File: src/rtl/cmp_pkg.sv
// Shared definitions for the registered magnitude comparator.
//   SLICE_W   : bit width handled by one cascadable compare stage
//   cmp_res_t : {gt, eq, lt} result bundle passed along the slice chain
//   n_slices  : number of slices needed to cover an operand of a given width
package cmp_pkg;

    localparam int SLICE_W = 4;

    typedef struct packed {
        logic gt;
        logic eq;
        logic lt;
    } cmp_res_t;

    function automatic int n_slices(input int width);
        return (width + SLICE_W - 1) / SLICE_W;
    endfunction

endpackage

File: src/rtl/comparator_slice.sv
// One 4-bit cascadable magnitude compare stage (unsigned).
//   a, b            : 4-bit operand nibbles for this stage
//   gt_in/eq_in/lt_in : result from the less-significant part of the operands
//   gt_out/eq_out/lt_out : result covering this nibble and everything below it
// A difference in this nibble decides the result outright; equal nibbles defer
// to the cascade inputs.
module comparator_slice
    import cmp_pkg::*;
(
    input  logic [SLICE_W-1:0] a,
    input  logic [SLICE_W-1:0] b,
    input  logic               gt_in,
    input  logic               eq_in,
    input  logic               lt_in,
    output logic               gt_out,
    output logic               eq_out,
    output logic               lt_out
);

    always_comb begin
        gt_out = gt_in;
        eq_out = eq_in;
        lt_out = lt_in;
        if (a > b) begin
            gt_out = 1'b1;
            eq_out = 1'b0;
            lt_out = 1'b0;
        end else if (a < b) begin
            gt_out = 1'b0;
            eq_out = 1'b0;
            lt_out = 1'b1;
        end
    end

endmodule

File: src/rtl/comparator.sv
// Registered N-bit magnitude comparator with a valid strobe.
//   clk, rst        : rising-edge clock, synchronous active-high reset
//   in_valid, A, B  : operands, captured only on cycles with in_valid high
//   A_gt_B/A_eq_B/A_lt_B : registered one-hot compare result (all 0 after reset)
//   out_valid       : high for exactly the cycle after each accepted compare
//
// Valid semantics: there is no ready. Every edge with in_valid=1 (and rst=0)
// accepts A/B and presents the result with out_valid=1 on the next cycle. An
// edge with in_valid=0 drops out_valid and leaves the flags at their last
// value, so A/B are don't-care (even X) while in_valid is low. rst wins over
// in_valid and clears anything in flight.
module comparator
    import cmp_pkg::*;
#(
    parameter int WIDTH  = 4,
    parameter int SIGNED = 0
) (
    input  logic             clk,
    input  logic             rst,
    input  logic             in_valid,
    input  logic [WIDTH-1:0] A,
    input  logic [WIDTH-1:0] B,
    output logic             A_gt_B,
    output logic             A_eq_B,
    output logic             A_lt_B,
    output logic             out_valid
);

    localparam int NSL   = n_slices(WIDTH);
    localparam int PAD_W = NSL * SLICE_W;

    logic [PAD_W-1:0] w_a_ext;
    logic [PAD_W-1:0] w_b_ext;
    cmp_res_t         w_chain [0:NSL];

    cmp_res_t         r_flags;
    logic             r_valid;

    // Zero-extend to a whole number of slices. For a signed compare, flipping
    // the sign bit maps -2^(W-1)..2^(W-1)-1 monotonically onto 0..2^W-1, so
    // the unsigned slice chain then yields the signed ordering.
    always_comb begin
        w_a_ext = '0;
        w_b_ext = '0;
        w_a_ext[WIDTH-1:0] = A;
        w_b_ext[WIDTH-1:0] = B;
        if (SIGNED != 0) begin
            w_a_ext[WIDTH-1] = ~A[WIDTH-1];
            w_b_ext[WIDTH-1] = ~B[WIDTH-1];
        end
    end

    // Below the least-significant slice the operands count as equal.
    assign w_chain[0] = '{gt: 1'b0, eq: 1'b1, lt: 1'b0};

    for (genvar gi = 0; gi < NSL; gi++) begin : g_slice
        comparator_slice u_slice (
            .a      (w_a_ext[gi*SLICE_W +: SLICE_W]),
            .b      (w_b_ext[gi*SLICE_W +: SLICE_W]),
            .gt_in  (w_chain[gi].gt),
            .eq_in  (w_chain[gi].eq),
            .lt_in  (w_chain[gi].lt),
            .gt_out (w_chain[gi+1].gt),
            .eq_out (w_chain[gi+1].eq),
            .lt_out (w_chain[gi+1].lt)
        );
    end

    always_ff @(posedge clk) begin
        if (rst) begin
            r_flags <= '0;
            r_valid <= 1'b0;
        end else begin
            r_valid <= in_valid;
            if (in_valid) begin
                r_flags <= w_chain[NSL];
            end
        end
    end

    assign A_gt_B    = r_flags.gt;
    assign A_eq_B    = r_flags.eq;
    assign A_lt_B    = r_flags.lt;
    assign out_valid = r_valid;

endmodule

File: config.mk
export PLATFORM = sky130hd
export DESIGN_NAME = comparator
export DESIGN_NICKNAME = d
export VERILOG_FILES = /design/src/rtl/cmp_pkg.sv /design/src/rtl/comparator_slice.sv /design/src/rtl/comparator.sv
export SDC_FILE = /design/constraint.sdc
export NUM_CORES = 1
export LEC_CHECK = 0
export CAP_MARGIN = 25
export CORE_AREA = 2 2 39 41
export CTS_BUF_LIST = sky130_fd_sc_hd__clkbuf_8
export DETAILED_ROUTE_END_ITERATION = 10
export DIE_AREA = 0 0 41 43
export PLACE_DENSITY = 0.52
export SLEW_MARGIN = 30
export SYNTH_ARGS = -nofsm -noshare
export SYNTH_HDL_FRONTEND = slang
export SYNTH_SLANG_ARGS = --single-unit
File: constraint.sdc
create_clock -name clk -period 1.5 [get_ports clk]
set_input_delay 0.45 -clock clk [delete_from_list [all_inputs] [get_ports clk]]
set_output_delay 0.45 -clock clk [all_outputs]
set_load 0.05 [all_outputs]
**Yosys cells after proc, flatten, opt, wreduce, memory -nomap -nowiden**

Cells that the tools add are included.

- Add/sub/neg operators: 0
- Multipliers: 0
- Div/mod/pow operators: 0
- $lt $le $gt $ge: 2
- Eq/ne operators: 0
- Shifts and indexed selects: 0
- Muxes and demuxes: 5
- Bitwise gates (word level): 0
- Reduce and logical (&&, ||, !) cells: 0

Operators with widths:

| operator | number |
|---|---|
| 1-bit two-way mux | 5 |
| 4-bit greater-than comparator | 1 |
| 4-bit < comparator | 1 |

- Bits in registers: 4
- Latch bits: 0
- Bits in writable memories: 0
- ROM bits: 0
- Input bits: 11
- Logic and storage cells: 11
- Memories kept: 0

**Logic depth before layout (Yosys ltp)**

- Depth in word-level cells: 3
- Mapped depth: 5
- Depth with buffers taken out: 5

**By module**

Synthesis repeated with hierarchy kept, for this count alone.

- Cells, all modules: 30
- Area, all modules: 272.8 um^2

By module, submodules not included:

| module | times used | cells an instance | area an instance (um^2) |
|---|---|---|---|
| comparator_slice | 1 | 17 | 137.6 |
| comparator | 1 | 13 | 135.1 |

**Worst setup path after synthesis**

Ideal clock, no wire load.

- Path kind: input-to-reg
- Start: in B[1]
- End: reg r_flags (netlist bit A_lt_B)
- Data arrival time: 1.243 ns
- Required time: 1.384 ns
- Slack: 0.141 ns
- Cell stages on the path: 5
- Cell sequence: inv_1 > ha_1 > nor2b_1 > o21bai_4 > a31o_2

- Cells in the longest elaborated chain, start to end: 3
- Elaborated cells between the ends (all ways): 4
- Those cells by class: 2 x order compare; 2 x mux

Ends and longest elaborated chain:

| item | line | source |
|---|---|---|
| start: declaration | comparator.sv:22 | `input logic [WIDTH-1:0] B,` |
| 4-bit < comparator | comparator_slice.sv:28 | `end else if (a < b) begin` |
| 1-bit two-way mux | comparator_slice.sv:28 |  |
| 1-bit two-way mux (*) | comparator_slice.sv:24 | `if (a > b) begin` |
| end signal: assignment | comparator.sv:76 | `r_flags <= w_chain[NSL];` |
| end: declaration | comparator.sv:36 | `cmp_res_t r_flags;` |

Every way passes the cells marked *; elsewhere a longest branch is shown, timed or not.
A chain may end at the register's enable or synchronous reset.

**Worst setup path after layout**

- Start: in B[0]
- End: reg r_flags (netlist bit A_eq_B)

Same word-level chain as after synthesis.

==> results by group <==
STA
  • Least-Margin Pin Slew: 0.2726 ns
  • Fmax: 691.3 MHz
  • RSZ-0062 raised after global routing: no
  • Setup Viol. Count Final: 0
  • Slew HR: 81.79%
  • Final hold violations: 0
  • Setup TNS: 0 ns
  • Slew Viols, Final: 0
  • Clock skew: 0 ns
  • Period minus WS final: 1.447 ns
  • Final Cycle Share: 96.44%

Place
  • Placed Instances: 57
  • RePlAce Congestion: 0.6328
  • Dpl hpwl: 395.6 um
  • DP Area: 457.9 um2
  • Port-buffer cells: 14

Die
  • Initial Util: 18.08%
  • Die area: 1763 um2
  • Die height: 43 um
  • Chip width: 41 um
  • Io pins: 15
  • Row cnt: 14
  • Core area: 1384 um2

Clocking
  • CTS tree: built
  • Clock sink count: 4
  • CTS H-tree lvls: 1
  • Clk buf depth: 2
  • Num CTS Buffers: 3
  • Root Driver: clkbuf_8
  • Clock latency on the worst-skew pair: 0.22 ns
  • Reg clk slew, reported paths: 0.03 ns

Global routing
  • Number of global-route vias before repair: 229
  • Gr usage total: 8.325%
  • First-pass GRT wire length: 938 um
  • Initial antenna violation count: 0
  • Largest net degree at the start of global routing: 5
  • Global route overflow: 0

Synth
  • Avg Cell Area, Syn: 9.625 um2
  • Syn Nets: 41
  • Synthesized cell area: 250.2 um2
  • Post-Synthesis Cells: 26
  • Synthesis Warnings: 0
  • Sequential element share of the synthesized area: 32.00%
  • Yosys top cell by area: dfxtp_1
  • Share of the synthesized area in the top cell type: 32.00%
  • Synthesis-stage register bit count: 4
  • Distinct cells, synth: 14
  • Dominant cells by area after synthesis: dfxtp_1 (32%), ha_1 (20%), inv_1 (9.0%), o21bai_4 (7.5%), a211oi_1 (6.0%)

Cells and area
  • Antenna cell count: 0
  • Share of cells above drive strength 1: 54.55%
  • Nets: 61
  • Finished Cell Area: 568.0 um2
  • Commonest non-fill, non-tap cell in the layout: dlygate4sd2_1
  • Finished Core Util: 41.05%
  • Final Instance Count excl. Fillers: 60
  • Synth-to-layout area growth: 127.0%
  • Commonest non-fill, non-tap cells in the layout: dlygate4sd2_1 (6), dfxtp_1 (4), inv_2 (4), ha_4 (4), buf_12 (4)

Critical path
  • CP Launch Type: input port
  • Crit path max fanout: 2
  • Worst R2R Start: A_lt_B$_SDFFE_PP0P_
  • Worst setup EP type: register
  • Slowest CP cell: clkdlybuf4s50_1
  • Critical path data arrival time: 1.58 ns
  • Critical path's top delay family: buffers and inverters
  • Crit-path cells: clkdlybuf4s50_1 > ha_4 > nand3_2 > a2bb2oi_2 > a211oi_2
  • Crit path buffers/inverters: 1
  • R2r setup slk: 0.70 ns
  • Crit. Startpoint: B[0]
  • Worst EP required: 1.64 ns
  • CP max stage delay: 0.44 ns
  • WS Path Type: in2reg

Drt
  • DR vias/cell: 4.200
  • WL per Instance: 9.300 um
  • DRC viols: 0
  • DR iter-0 viols: 2
  • Number of routed nets with antenna violations: 0
  • Vias: 252
  • Total iterations of the first detailed-routing run: 2
  • Total wire length: 558 um

Min path
  • Class of the worst hold path: reg2reg
  • Hold Crit Start: A_eq_B$_SDFFE_PP0P_

Pwr
  • Pwr Density: 873.5 nW/um2
  • Leakage: 0.0002453 uW
  • Max VDD drop: 346.6 uV

Run
  • Max Cap Viol: 0

Outcome
  • Status: completed
-- state kept, by name (all words and copies together), names as in the netlist --
name and count:
A_eq_B 1, out_valid 1, A_gt_B 1, A_lt_B 1
-- cell families after synthesis --
| logic type | Yosys count | share of synthesized area (%) |
|---|---|---|
| compound gates | 7 | 28.00 |
| flops | 4 | 32.00 |
| simple gates | 5 | 11.00 |
| buf+inv | 6 | 8.999 |
| fa+ha+maj | 4 | 20.00 |
-- power by group --
group | switching (uW) | leakage (uW) | internal [uW]
Clock | 58.2 | 0.0000216 | 171
Combinational | 64.3 | 0.000191 | 82.2
Sequential | 6.29 | 0.0000330 | 114
-- worst min-delay path, delay by kind of cell, from the launching register on --
| family | cells | cell delay (ns) |
|---|---|---|
| flip-flops | 1 | 0.34 |
| AO/OA/AOI/OAI | 2 | 0.19 |
-- synthesized netlist by cell type --
cell and n:
a31o_2 1, ha_1 4, nand2_2 1, a211oi_2 1, inv_1 6, a2bb2oi_1 1
a211oi_1 2, and3_1 1, nor2b_1 1, o22ai_1 1, nor2_1 1, o21bai_4 1
dfxtp_1 4, nand3_1 1
-- metrics by stage --
stage / setup slack [ns] / hold WS [ns] / total power [uW]
after global routing: 0.007026 / 0.6157 / 518.4
after floorplan: 0.1411 / 0.5167 / 182.2
after CTS: 0.003995 / 0.6042 / 492.4
final: 0.05345 / 0.5785 / 496.2
after detailed placement: -0.3650 / 0.5793 / 246.7
after global placement: -0.3632 / 0.5698 / 247.5
-- path summary, 6_finish.rpt --
kind | to | depth (start not counted)
max | A_eq_B$_SDFFE_PP0P_ | 5
min | A_eq_B$_SDFFE_PP0P_ | 2
max reg2reg | A_lt_B$_SDFFE_PP0P_ | 2
min reg2reg | A_eq_B$_SDFFE_PP0P_ | 2
-- timing repair --
item | 4_1_cts | 5_1_grt
pin swaps | 3 | 1
resized for setup | 16 | 5
setup buffers | 0 | 0
setup endpoints to repair | 3 | 2
hold buffers | 0 | 0
-- area by class of cell --
type,instances,area (um2)
sequential,4,80.08
inverter,6,22.52
timing repair buffer,15,182.7
tap,16,20.02
multi-input combinational,16,221.5
clock buffer,3,41.29
fill,139,815.8
-- routing by layer --
layer / track usage [%] / vias up / share of wire, %
li1: - / 129 / -
met1: 9.936 / 111 / 43
met2: 10.00 / 10 / 46
met3: 4.188 / 2 / 9.7
met4: 8.000 / 0 / 1.8
met5: 0 / - / 0
(Power assumes the default switching activity.)
